===== src/rtl/id_stage_pkg.sv =====
// Shared decode definitions for the ID stage: datapath sizes, instruction
// field positions, the opcode set and small helpers describing which source
// registers each opcode reads.
package id_stage_pkg;

    localparam int DATA_W   = 32;
    localparam int NUM_REGS = 32;
    localparam int REG_W    = 5;
    localparam int OP_W     = 6;
    localparam int IMM_W    = 16;

    localparam int OP_LSB  = 26;
    localparam int RD_LSB  = 21;
    localparam int RS1_LSB = 16;
    localparam int RS2_LSB = 11;

    typedef enum logic [OP_W-1:0] {
        OP_ALU  = 6'd0,
        OP_ALUI = 6'd1,
        OP_LD   = 6'd2,
        OP_ST   = 6'd3,
        OP_BEQ  = 6'd4,
        OP_JMP  = 6'd5
    } opcode_e;

    // Anything outside the opcode set decodes as a NOP.
    function automatic logic isKnownOp(input logic [OP_W-1:0] op);
        return op inside {OP_ALU, OP_ALUI, OP_LD, OP_ST, OP_BEQ, OP_JMP};
    endfunction

    // JMP reads no register; every other real opcode reads rs1.
    function automatic logic usesRs1(input logic [OP_W-1:0] op);
        return op inside {OP_ALU, OP_ALUI, OP_LD, OP_ST, OP_BEQ};
    endfunction

    function automatic logic usesRs2(input logic [OP_W-1:0] op);
        return op inside {OP_ALU, OP_ST, OP_BEQ};
    endfunction

endpackage


===== src/rtl/id_stage_if.sv =====
// IF <-> ID link. IF (master) presents PC/IR; ID (slave) answers with the
// stall and redirect controls.
//   PC, IR                     : IF -> ID, instruction being decoded
//   IsStall, IsBranch, BranchAddr : ID -> IF, hold / redirect controls
interface id_stage_if
    import id_stage_pkg::*;
#(
    parameter int WIDTH = DATA_W
);
    logic [WIDTH-3:0] PC;
    logic [WIDTH-1:0] IR;
    logic             IsStall;
    logic             IsBranch;
    logic [WIDTH-3:0] BranchAddr;

    modport master (output PC, IR, input IsStall, IsBranch, BranchAddr);
    modport slave  (input PC, IR, output IsStall, IsBranch, BranchAddr);
endinterface


===== src/rtl/id_stage_regfile.sv =====
// Architectural register file: two combinational read ports, one write port.
//   raddr1_i/raddr2_i -> rdata1_o/rdata2_o : reads, r0 always returns zero
//   we_i, waddr_i, wdata_i                 : write port, commits at posedge
// A read of the register being written this cycle returns the write data so
// the decoder never sees a stale value one cycle behind WB.
module id_regfile
    import id_stage_pkg::*;
#(
    parameter int WIDTH = DATA_W,
    parameter int NREG  = NUM_REGS
) (
    input  logic             clk,
    input  logic             rst_n,
    input  logic [REG_W-1:0] raddr1_i,
    input  logic [REG_W-1:0] raddr2_i,
    output logic [WIDTH-1:0] rdata1_o,
    output logic [WIDTH-1:0] rdata2_o,
    input  logic             we_i,
    input  logic [REG_W-1:0] waddr_i,
    input  logic [WIDTH-1:0] wdata_i
);

    logic [WIDTH-1:0] regs_q [NREG];

    // Writes to r0 are dropped so r0 stays zero in storage as well.
    always_ff @(posedge clk or negedge rst_n) begin
        if (!rst_n) begin
            for (int i = 0; i < NREG; i++) begin
                regs_q[i] <= '0;
            end
        end else if (we_i && waddr_i != '0) begin
            regs_q[waddr_i] <= wdata_i;
        end
    end

    assign rdata1_o = (raddr1_i == '0)                   ? '0      :
                      (we_i && waddr_i == raddr1_i)      ? wdata_i :
                                                           regs_q[raddr1_i];
    assign rdata2_o = (raddr2_i == '0)                   ? '0      :
                      (we_i && waddr_i == raddr2_i)      ? wdata_i :
                                                           regs_q[raddr2_i];

endmodule


===== src/rtl/id_stage.sv =====
// Decode stage between IF and EX. Decodes IR/PC from IF, reads the register
// file, resolves BEQ/JMP and registers the ID/EX bundle.
//   clk, rst_n        : clock, asynchronous active-low reset
//   ifBus (slave)     : PC/IR in; IsStall, IsBranch, BranchAddr back to IF
//   wb_en/wb_rd/wb_data : register file write port from WB
//   mem_*             : MEM-stage ALU forwarding and pending-load status
//   ex_*              : registered ID/EX bundle (ex_valid=0 marks a bubble)
module id_stage
    import id_stage_pkg::*;
#(
    parameter int WIDTH = DATA_W,
    parameter int NREG  = NUM_REGS
) (
    input  logic              clk,
    input  logic              rst_n,
    id_stage_if.slave         ifBus,
    input  logic              wb_en,
    input  logic [REG_W-1:0]  wb_rd,
    input  logic [WIDTH-1:0]  wb_data,
    input  logic              mem_fwd_en,
    input  logic              mem_ld_pend,
    input  logic [REG_W-1:0]  mem_rd,
    input  logic [WIDTH-1:0]  mem_fwd_data,
    output logic              ex_valid,
    output logic [WIDTH-3:0]  ex_pc,
    output logic [OP_W-1:0]   ex_op,
    output logic [REG_W-1:0]  ex_rd,
    output logic [WIDTH-1:0]  ex_a,
    output logic [WIDTH-1:0]  ex_b,
    output logic [WIDTH-1:0]  ex_imm
);

    localparam logic [WIDTH-3:0] PC_STEP = 4;

    logic [OP_W-1:0]  op;
    logic [REG_W-1:0] rd, rs1, rs2;
    logic [IMM_W-1:0] imm16;
    logic [WIDTH-1:0] immExt, rs1Val, rs2Val, cmpA, cmpB;
    logic             instrValid, exWrites, loadUse, branchDep, stall, taken, branch;

    logic             started_q, started_d;
    logic             squash_q, squash_d;
    logic             exValid_q, exValid_d;
    logic [WIDTH-3:0] exPc_q, exPc_d;
    logic [OP_W-1:0]  exOp_q, exOp_d;
    logic [REG_W-1:0] exRd_q, exRd_d;
    logic [WIDTH-1:0] exA_q, exA_d, exB_q, exB_d, exImm_q, exImm_d;

    assign op     = ifBus.IR[OP_LSB +: OP_W];
    assign rd     = ifBus.IR[RD_LSB +: REG_W];
    assign rs1    = ifBus.IR[RS1_LSB +: REG_W];
    assign rs2    = ifBus.IR[RS2_LSB +: REG_W];
    assign imm16  = ifBus.IR[IMM_W-1:0];
    assign immExt = {{(WIDTH-IMM_W){imm16[IMM_W-1]}}, imm16};

    id_regfile #(.WIDTH(WIDTH), .NREG(NREG)) u_regfile (
        .clk      (clk),
        .rst_n    (rst_n),
        .raddr1_i (rs1),
        .raddr2_i (rs2),
        .rdata1_o (rs1Val),
        .rdata2_o (rs2Val),
        .we_i     (wb_en),
        .waddr_i  (wb_rd),
        .wdata_i  (wb_data)
    );

    // The branch comparator is the only consumer of MEM forwarding; EX
    // operands come straight from the register file.
    assign cmpA = (mem_fwd_en && mem_rd == rs1 && rs1 != '0) ? mem_fwd_data : rs1Val;
    assign cmpB = (mem_fwd_en && mem_rd == rs2 && rs2 != '0) ? mem_fwd_data : rs2Val;

    assign instrValid = started_q && !squash_q && isKnownOp(op);

    // A load in EX cannot feed anything yet. BEQ resolves here, so it must
    // also wait for any EX writer and for a load still pending in MEM.
    assign exWrites  = exValid_q && exRd_q != '0;
    assign loadUse   = exWrites && exOp_q == OP_LD &&
                       ((usesRs1(op) && rs1 == exRd_q) || (usesRs2(op) && rs2 == exRd_q));
    assign branchDep = (op == OP_BEQ) &&
                       ((exWrites && (rs1 == exRd_q || rs2 == exRd_q)) ||
                        (mem_ld_pend && ((rs1 == mem_rd && rs1 != '0) ||
                                         (rs2 == mem_rd && rs2 != '0))));
    assign stall  = instrValid && (loadUse || branchDep);
    assign taken  = (op == OP_JMP) || (op == OP_BEQ && cmpA == cmpB);
    assign branch = instrValid && taken && !stall;

    assign ifBus.IsStall    = stall;
    assign ifBus.IsBranch   = branch;
    assign ifBus.BranchAddr = ifBus.PC + PC_STEP + {immExt[WIDTH-5:0], 2'b00};

    // Next ID/EX bundle: only a live, unstalled instruction issues; bubbles
    // keep the previous payload. The slot after a taken branch is squashed.
    always_comb begin
        started_d = 1'b1;
        squash_d  = branch;
        exValid_d = instrValid && !stall;
        exPc_d    = exPc_q;
        exOp_d    = exOp_q;
        exRd_d    = exRd_q;
        exA_d     = exA_q;
        exB_d     = exB_q;
        exImm_d   = exImm_q;
        if (exValid_d) begin
            exPc_d  = ifBus.PC;
            exOp_d  = op;
            exRd_d  = (op == OP_ST || op == OP_BEQ) ? '0 : rd;
            exA_d   = rs1Val;
            exB_d   = rs2Val;
            exImm_d = immExt;
        end
    end

    // Pipeline state register.
    always_ff @(posedge clk or negedge rst_n) begin
        if (!rst_n) begin
            started_q <= 1'b0;
            squash_q  <= 1'b0;
            exValid_q <= 1'b0;
            exPc_q    <= '0;
            exOp_q    <= '0;
            exRd_q    <= '0;
            exA_q     <= '0;
            exB_q     <= '0;
            exImm_q   <= '0;
        end else begin
            started_q <= started_d;
            squash_q  <= squash_d;
            exValid_q <= exValid_d;
            exPc_q    <= exPc_d;
            exOp_q    <= exOp_d;
            exRd_q    <= exRd_d;
            exA_q     <= exA_d;
            exB_q     <= exB_d;
            exImm_q   <= exImm_d;
        end
    end

    assign ex_valid = exValid_q;
    assign ex_pc    = exPc_q;
    assign ex_op    = exOp_q;
    assign ex_rd    = exRd_q;
    assign ex_a     = exA_q;
    assign ex_b     = exB_q;
    assign ex_imm   = exImm_q;

endmodule


===== src/flat_wrapper.sv =====
// flat-port wrapper written by rule: the top's interface ports become plain ports
module id_stage_flat import id_stage_pkg::*;
#(
    parameter int WIDTH = DATA_W,
    parameter int NREG  = NUM_REGS
)
  (clk, rst_n, wb_en, wb_rd, wb_data, mem_fwd_en, mem_ld_pend, mem_rd, mem_fwd_data, ex_valid, ex_pc, ex_op, ex_rd, ex_a, ex_b, ex_imm, ifBus_PC, ifBus_IR, ifBus_IsStall, ifBus_IsBranch, ifBus_BranchAddr);
  id_stage_if #(.WIDTH(WIDTH)) ifBus_i ();
  input  logic clk;
  input  logic rst_n;
  input  logic wb_en;
  input  logic [REG_W-1:0] wb_rd;
  input  logic [WIDTH-1:0] wb_data;
  input  logic mem_fwd_en;
  input  logic mem_ld_pend;
  input  logic [REG_W-1:0] mem_rd;
  input  logic [WIDTH-1:0] mem_fwd_data;
  output logic ex_valid;
  output logic [WIDTH-3:0] ex_pc;
  output logic [OP_W-1:0] ex_op;
  output logic [REG_W-1:0] ex_rd;
  output logic [WIDTH-1:0] ex_a;
  output logic [WIDTH-1:0] ex_b;
  output logic [WIDTH-1:0] ex_imm;
  input wire logic [$bits(ifBus_i.PC)-1:0] ifBus_PC;
  input wire logic [$bits(ifBus_i.IR)-1:0] ifBus_IR;
  output wire logic [$bits(ifBus_i.IsStall)-1:0] ifBus_IsStall;
  output wire logic [$bits(ifBus_i.IsBranch)-1:0] ifBus_IsBranch;
  output wire logic [$bits(ifBus_i.BranchAddr)-1:0] ifBus_BranchAddr;
  assign ifBus_i.PC = ifBus_PC;
  assign ifBus_i.IR = ifBus_IR;
  assign ifBus_IsStall = ifBus_i.IsStall;
  assign ifBus_IsBranch = ifBus_i.IsBranch;
  assign ifBus_BranchAddr = ifBus_i.BranchAddr;
  id_stage #(.WIDTH(WIDTH), .NREG(NREG)) u_core (.clk(clk), .rst_n(rst_n), .ifBus(ifBus_i), .wb_en(wb_en), .wb_rd(wb_rd), .wb_data(wb_data), .mem_fwd_en(mem_fwd_en), .mem_ld_pend(mem_ld_pend), .mem_rd(mem_rd), .mem_fwd_data(mem_fwd_data), .ex_valid(ex_valid), .ex_pc(ex_pc), .ex_op(ex_op), .ex_rd(ex_rd), .ex_a(ex_a), .ex_b(ex_b), .ex_imm(ex_imm));
endmodule

===== config.mk =====
export PLATFORM = sky130hd
export DESIGN_NAME = id_stage_flat
export DESIGN_NICKNAME = d
export VERILOG_FILES = /design/src/rtl/id_stage_pkg.sv /design/src/rtl/id_stage_if.sv /design/src/rtl/id_stage_regfile.sv /design/src/rtl/id_stage.sv /design/src/flat_wrapper.sv
export SDC_FILE = /design/constraint.sdc
export NUM_CORES = 2
export LEC_CHECK = 0
export CAP_MARGIN = 20
export CORE_ASPECT_RATIO = 0.5
export CORE_UTILIZATION = 40
export CTS_CLUSTER_DIAMETER = 60
export DETAILED_ROUTE_END_ITERATION = 6
export HOLD_SLACK_MARGIN = 0.05
export PLACE_DENSITY_LB_ADDON = 0.08
export SYNTH_ARGS = -nofsm -noshare
export SYNTH_HDL_FRONTEND = slang
export SYNTH_HIERARCHICAL = 1
export SYNTH_SLANG_ARGS = --single-unit
export TNS_END_PERCENT = 1

===== constraint.sdc =====
create_clock -name clk -period 11.04 [get_ports clk]
set_clock_uncertainty 0.1 [all_clocks]
set_input_delay 2.208 -clock clk [delete_from_list [all_inputs] [get_ports clk]]
set_output_delay 2.208 -clock clk [all_outputs]
set_load 0.01 [all_outputs]

# ---- Yosys cells after proc, flatten, opt, wreduce, memory -nomap -nowiden
# Index checks and enable logic that the tools add are counted.
dict set report word_totals {
  ff_bits 1148
  latchBits 0
  mem_bits_rw 0
  romBits 0
  inputBits 141
  out_inout_bits 170
  word_cells 125
  mem_count 0
}
dict set report op_classes {
  add_sub_neg 2
  multipliers 0
  n_div 0
  magnitude_cmp 4
  n_eq_ne 15
  shift 0
  n_mux 16
  bitwise_logic 3
  n_reduce_logical 44
}
# op count
set op_table {}
lappend op_table {{bitwise mux 1024 bit} 1}
lappend op_table {{2-to-1 mux 32 bit} 11}
lappend op_table {{binary-select mux 32 bit (select 5 bit)} 2}
lappend op_table {{demux 32 bit (select 5 bit)} 1}
lappend op_table {{equality test 5 bit} 8}
lappend op_table {{equality test 32 bit} 1}
lappend op_table {{adder 30 x 3 -> 30 bit (second input constant)} 1}
lappend op_table {{adder 30 bit} 1}
lappend op_table {{logical AND 1 bit} 25}
lappend op_table {{nonzero test 5 bit} 5}
lappend op_table {{equality test 6 x 2 -> 1 bit (second input constant)} 3}
lappend op_table {{greater-or-equal comparator 6 bit (second input constant)} 3}
lappend op_table {{inverter 5 -> 6 bit} 3}
lappend op_table {{equality test 6 x 3 -> 1 bit (second input constant)} 2}
lappend op_table {{zero test 5 bit} 2}
lappend op_table {{logical OR 1 bit} 7}
lappend op_table {{equality test 6 x 1 -> 1 bit (second input constant)} 1}
lappend op_table {{zero test 6 bit} 1}
lappend op_table {{< comparator 6 x 1 -> 1 bit (second input constant)} 1}
lappend op_table {{nonzero test 6 bit} 1}
lappend op_table {{2-to-1 mux 5 bit} 1}
lappend op_table {{nonzero test 3 bit} 1}
lappend op_table {{zero test 1 bit} 2}

# ---- Logic depth before layout (Yosys ltp)
dict set report depth {
  word_depth 12
  mapped_depth 19
  mapped_depth_nobuf 14
}

# ---- By module
# Netlist, hierarchy kept.
# module instances cells_per_inst area_per_inst_um2 seq_area_each_um2
set modules_own_cells {}
lappend modules_own_cells {id_regfile 1 3842 55074.1 25624.6}
lappend modules_own_cells {id_stage 1 872 8652.0 3103.0}

# ---- Worst setup path after synthesis
# OpenSTA, ideal clock, no wires.
dict set report synth_path {
  path_type {input-to-output}
  from {in ifBus_IR[17]}
  to {out ifBus_IsBranch}
  t_arrival_ps 5598
  required_ps 8732
  slack_ps 3134
  stages 16
  n_path_buf 3
  cell_sequence {buf_2 -> buf_2 -> clkbuf_1 -> mux4_2 -> a211oi_1 -> nand2_1 -> a32o_1 -> nand2_1 -> o22ai_1 -> a311o_1 -> a221oi_1 -> o211ai_1 -> nor4_1 -> nand4_1 -> or4_1 -> a21boi_1}
}
dict set report synth_between {
  elab_chain_len 12
  word_cells_on_any_way 34
  cone_classes {eq/ne: 5; mux: 6; bitwise: 1; reduce/logical: 22}
}
# item line_no
set synth_lines {}
lappend synth_lines {{from (decl)} flat_wrapper.sv:26} ;# input wire logic [$bits(ifBus_i.IR)-1:0] ifBus_IR;
lappend synth_lines {{inverter 5 -> 6 bit (implied by the code)} id_stage_regfile.sv:38} ;# regs_q[raddr1_i];
lappend synth_lines {{binary-select mux 32 bit (select 5 bit)} id_stage_regfile.sv:38}
lappend synth_lines {{2-to-1 mux 32 bit (implied by the code) (2 in series)} id_stage_regfile.sv:38}
lappend synth_lines {{2-to-1 mux 32 bit} id_stage_regfile.sv:37} ;# (we_i && waddr_i == raddr1_i) ? wdata_i :
lappend synth_lines {{2-to-1 mux 32 bit *} id_stage_regfile.sv:36} ;# assign rdata1_o = (raddr1_i == '0) ? '0 :
lappend synth_lines {{named net u_core.rs1Val[15]} id_stage.sv:38} ;# logic [WIDTH-1:0] immExt, rs1Val, rs2Val, cmpA, cmpB;
lappend synth_lines {{2-to-1 mux 32 bit *} id_stage.sv:70} ;# assign cmpA = (mem_fwd_en && mem_rd == rs1 && rs1 != '0) ? mem_fwd_data : rs1Val;
lappend synth_lines {{equality test 32 bit *} id_stage.sv:85} ;# assign taken = (op == OP_JMP) || (op == OP_BEQ && cmpA == cmpB);
lappend synth_lines {{logical AND 1 bit *} id_stage.sv:85}
lappend synth_lines {{logical OR 1 bit *} id_stage.sv:85}
lappend synth_lines {{logical AND 1 bit * (2 in series)} id_stage.sv:86} ;# assign branch = instrValid && taken && !stall;
lappend synth_lines {{to (decl)} flat_wrapper.sv:28} ;# output wire logic [$bits(ifBus_i.IsBranch)-1:0] ifBus_IsBranch;
# Mark *: on every way through the listed nets, which the timed path passes. The rest lies on a longest branch. The select of a mux whose other input is x is not followed.

# ---- Worst setup path after layout
dict set report layout_path {
  from {in wb_rd[4]}
  to {out ifBus_IsBranch}
}
dict set report layout_between {
  elab_chain_len 10
  word_cells_on_any_way 15
  cone_classes {eq/ne: 3; mux: 6; reduce/logical: 6}
}
# item line_no
set layout_lines {}
lappend layout_lines {{from (decl)} flat_wrapper.sv:12} ;# input logic [REG_W-1:0] wb_rd;
lappend layout_lines {{equality test 5 bit} id_stage_regfile.sv:37}
lappend layout_lines {{logical AND 1 bit} id_stage_regfile.sv:37}
lappend layout_lines {{2-to-1 mux 32 bit} id_stage_regfile.sv:37}
lappend layout_lines {{2-to-1 mux 32 bit} id_stage_regfile.sv:36}
lappend layout_lines {{named net u_core.rs1Val[2]} id_stage.sv:38}
lappend layout_lines {{2-to-1 mux 32 bit} id_stage.sv:70}
lappend layout_lines {{equality test 32 bit} id_stage.sv:85}
lappend layout_lines {{logical AND 1 bit} id_stage.sv:85}
lappend layout_lines {{logical OR 1 bit} id_stage.sv:85}
lappend layout_lines {{logical AND 1 bit (2 in series)} id_stage.sv:86}
# The timed path passes the listed nets, and every way through them passes these cells.

==> impl_metrics.json <==
{
  "reg2reg_slack_ns": 6.50,
  "die_w_um": 566.5,
  "routed_via_density": 6.455,
  "die_area_sq_mm": 0.1610,
  "r2r-end": "u_core/squash_q",
  "clock_path_buffers": 3,
  "cap_viol_max_count": 0,
  "clockRootBuffer": "clkbuf_16",
  "initial_core_util_pct": 40.33,
  "tns_ns": 0,
  "cp_max_fo": 20,
  "htreeDepth": 3,
  "cts_setup_buffers": 0,
  "grtUsageMet3_pct": 8.567,
  "hold_viol": 0,
  "async_reset_ff_share_pct": 100.0,
  "yosys_register_bits": 1148,
  "num_rows": 103,
  "avgRoutedWirePerCell_um": 35.14,
  "grt_busiest_layer": "met2",
  "syn_area_per_cell_sq_um": 13.52,
  "setup_viol": 0,
  "fp.dieH_um": 284.2,
  "fillers": 13972,
  "cts_tree": "done",
  "syn2layout_area_growth_pct": 14.43,
  "hold_depth": 0,
  "synthCells": 4714,
  "drive_gt1_share_pct": 39.43,
  "pre_cts_slack_ns": 0.8740,
  "cts_resized": 0,
  "drtIter0Drc": 4741,
  "io-pin-count": 311,
  "clock-sinks": 1148,
  "r2r_cells": 13,
  "fin_total_pwr_mw": 13.13,
  "peakVddDrop_mv": 0.1283,
  "crit_required_ns": 8.73,
  "critPathArrivalTime_ns": 7.97,
  "worstSkewPairLatency_ns": 0.76,
  "hp-start": "u_core/u_regfile/regs_q[1014]",
  "worst_pin_slew_ns": 1.235,
  "route.vias.total": 45319,
  "maxSlewHeadroom_pct": 17.51,
  "dp_hpwl_mm": 151.6,
  "hold_end": "u_core/u_regfile/regs_q[1014]",
  "grt_use_met1_pct": 42.67,
  "pwr_density_cell_mw_per_mm2": 180.1,
  "netlist_area_sq_mm": 0.06373,
  "synth-edff-count": 0,
  "drc_errors": 0,
  "reg2reg_from": "u_core/u_regfile/regs_q[335]",
  "period_share_pct": 93.14,
  "min_period_ns": 10.28,
  "grt_pass1_wl_mm": 350.6,
  "synth-seq-area-share_pct": 45.08,
  "ys.flop_type": "dfrtp_1",
  "drt-total-wl_mm": 246.7,
  "finalWorstSetupSlack_ns": 0.7578,
  "grt_setup_unrepaired": "no",
  "max_freq_mhz": 97.26,
  "cts_hold_buf": 0,
  "synth_cell_types": 86,
  "firstDrtPassIters": 6,
  "ant_nets": 0,
  "power.leakage_nw": 31.05,
  "final_max_slew_viol_count": 0,
  "grt-ovfl-total": 0,
  "yosys_warnings": 6,
  "grt_antenna_before_repair": 14,
  "port_buffers": 310,
  "syn-num-nets": 4909,
  "final_nets": 5011,
  "grtUsageMet2_pct": 45.54,
  "status": "complete, no violations",
  "min_path_type": "reg -> reg",
  "routabilityCongestion": 0.8622,
  "start_kind": "primary input",
  "grt_pass1_vias": 45638,
  "clk_pin_slew_worst_paths_ns": 0.07,
  "cts_made_buffers": 117,
  "cp-end-kind": "output port",
  "grt_usage_pct": 30.37,
  "critical_path_class": "in -> out",
  "grt_max_degree": 191,
  "core-area_sq_mm": 0.1580
}
report_power, final:
group          switching [mW]  internal (mW)
Clock                    1.84           2.40
Combinational            1.47           1.76
Sequential              0.621           5.03
Total                    3.93           9.20
worst max-delay path, cell delays in order:
cell	delay [ns]
clkdlybuf4s50_1	0.60
xor2_1	0.23
nor4_1	0.33
and3_1	0.29
nor2b_4	1.01
buf_4	0.48
a32o_1	0.29
nor2b_1	0.11
nor2_1	0.09
a21oi_1	0.05
nor4_1	0.31
o22ai_1	0.13
nor4_1	0.31
nand4_1	0.12
or4_1	0.57
a21boi_1	0.24
clkdlybuf4s50_1	0.59
stage by stage:
step           util (%)  std cells  instance area, sq um  hold WS, ns
6_report          46.15       7021                 72920       0.2795
5_1_grt           46.15       7019                 72920       0.2898
4_1_cts           46.07       7011                 72780       0.2807
3_5_place_dp      43.50       6790                 68730       0.2635
3_3_place_gp      43.49       6789                 68710       0.2605
2_1_floorplan         -       4714                 63730       0.3246
metal layers:
| metal | part of all wire, % | vias up |
|---|---|---|
| li1 | - | 18231 |
| met1 | 43 | 24499 |
| met2 | 44 | 2164 |
| met3 | 9.7 | 421 |
| met4 | 3.2 | 4 |
| met5 | 0.0093 | - |
placed cells by master, fill, tap and decap left out, types with 44 or more instances in the layout:
master	instances
a211oi_1	56
a21oi_1	69
a22oi_1	121
buf_4	157
clkbuf_16	118
clkdlybuf4s50_1	299
dfrtp_1	1148
ha_1	53
inv_1	45
mux2_2	1079
mux2i_1	209
mux4_2	408
nand2_1	153
nand3_1	85
nor2_1	68
nor2b_1	48
o21ai_0	55
o22ai_1	44
xnor2_1	55
cell usage after synthesis, drive strengths merged, types with 32 or more instances:
cell type | instances | area share (%)
dfrtp | 1148 | 45
mux2 | 1114 | 20
mux4 | 408 | 14
buf | 292 | 2.7
clkbuf | 218 | 1.3
mux2i | 209 | 3.3
nand2 | 168 | 0.99
a22oi | 121 | 1.4
nor2 | 88 | 0.53
nand3 | 86 | 0.68
a21oi | 70 | 0.56
o21ai | 60 | 0.47
a211oi | 56 | 0.66
xnor2 | 55 | 0.76
nor2b | 54 | 0.53
ha | 53 | 1.0
inv | 46 | 0.27
o22ai | 44 | 0.43
a31oi | 36 | 0.35
nor4 | 36 | 0.35
nor3 | 35 | 0.29
o221ai | 35 | 0.48
a32o | 32 | 0.50
flip-flops by register name, summed over array words and instances, names as in the netlist:
signal / flops
u_core/started_q: 1
u_core/ex_b: 32
u_core/ex_imm: 16
u_core/ex_a: 32
u_core/u_regfile/regs_q: 1024
u_core/ex_op: 6
u_core/ex_pc: 30
u_core/ex_rd: 5
u_core/ex_valid: 1
u_core/squash_q: 1
worst max-delay path by stage:
stage | start | end | slack [ns] | cells past startpoint
2_1_floorplan | ifBus_IR[17] | ifBus_IsBranch | 3.13 | 16
3_3_place_gp | wb_rd[4] | ifBus_IsBranch | 0.72 | 17
3_5_place_dp | wb_rd[4] | ifBus_IsBranch | 0.87 | 17
4_1_cts | wb_rd[4] | ifBus_IsBranch | 0.86 | 17
5_1_grt | wb_rd[4] | ifBus_IsBranch | 0.62 | 17
6_report | wb_rd[4] | ifBus_IsBranch | 0.76 | 17
logic make-up after synthesis:
family	Yosys count	share of synthesized area, %
flip-flops	1148	45.08
other	1	0.005885
adder cells (fa/ha/maj)	54	1.072
multiplexers	1731	37.39
AO/OA/AOI/OAI	580	6.626
buffers and inverters	556	4.292
XOR/XNOR	80	1.100
AND/OR/NAND/NOR	564	4.437
layout make-up:
class,instances,area (sq um),share of cell area (%)
multi-input combinational,3010,32490,44.55
sequential,1148,28730,39.40
timing repair buffer,493,4842,6.640
clock buffer,177,3535,4.847
tap,2100,2628,3.603
clock inverter,44,521.8,0.7155
inverter,46,172.7,0.2368
antenna,3,7.507,0.01029
Power figures use the tool's default switching activity.
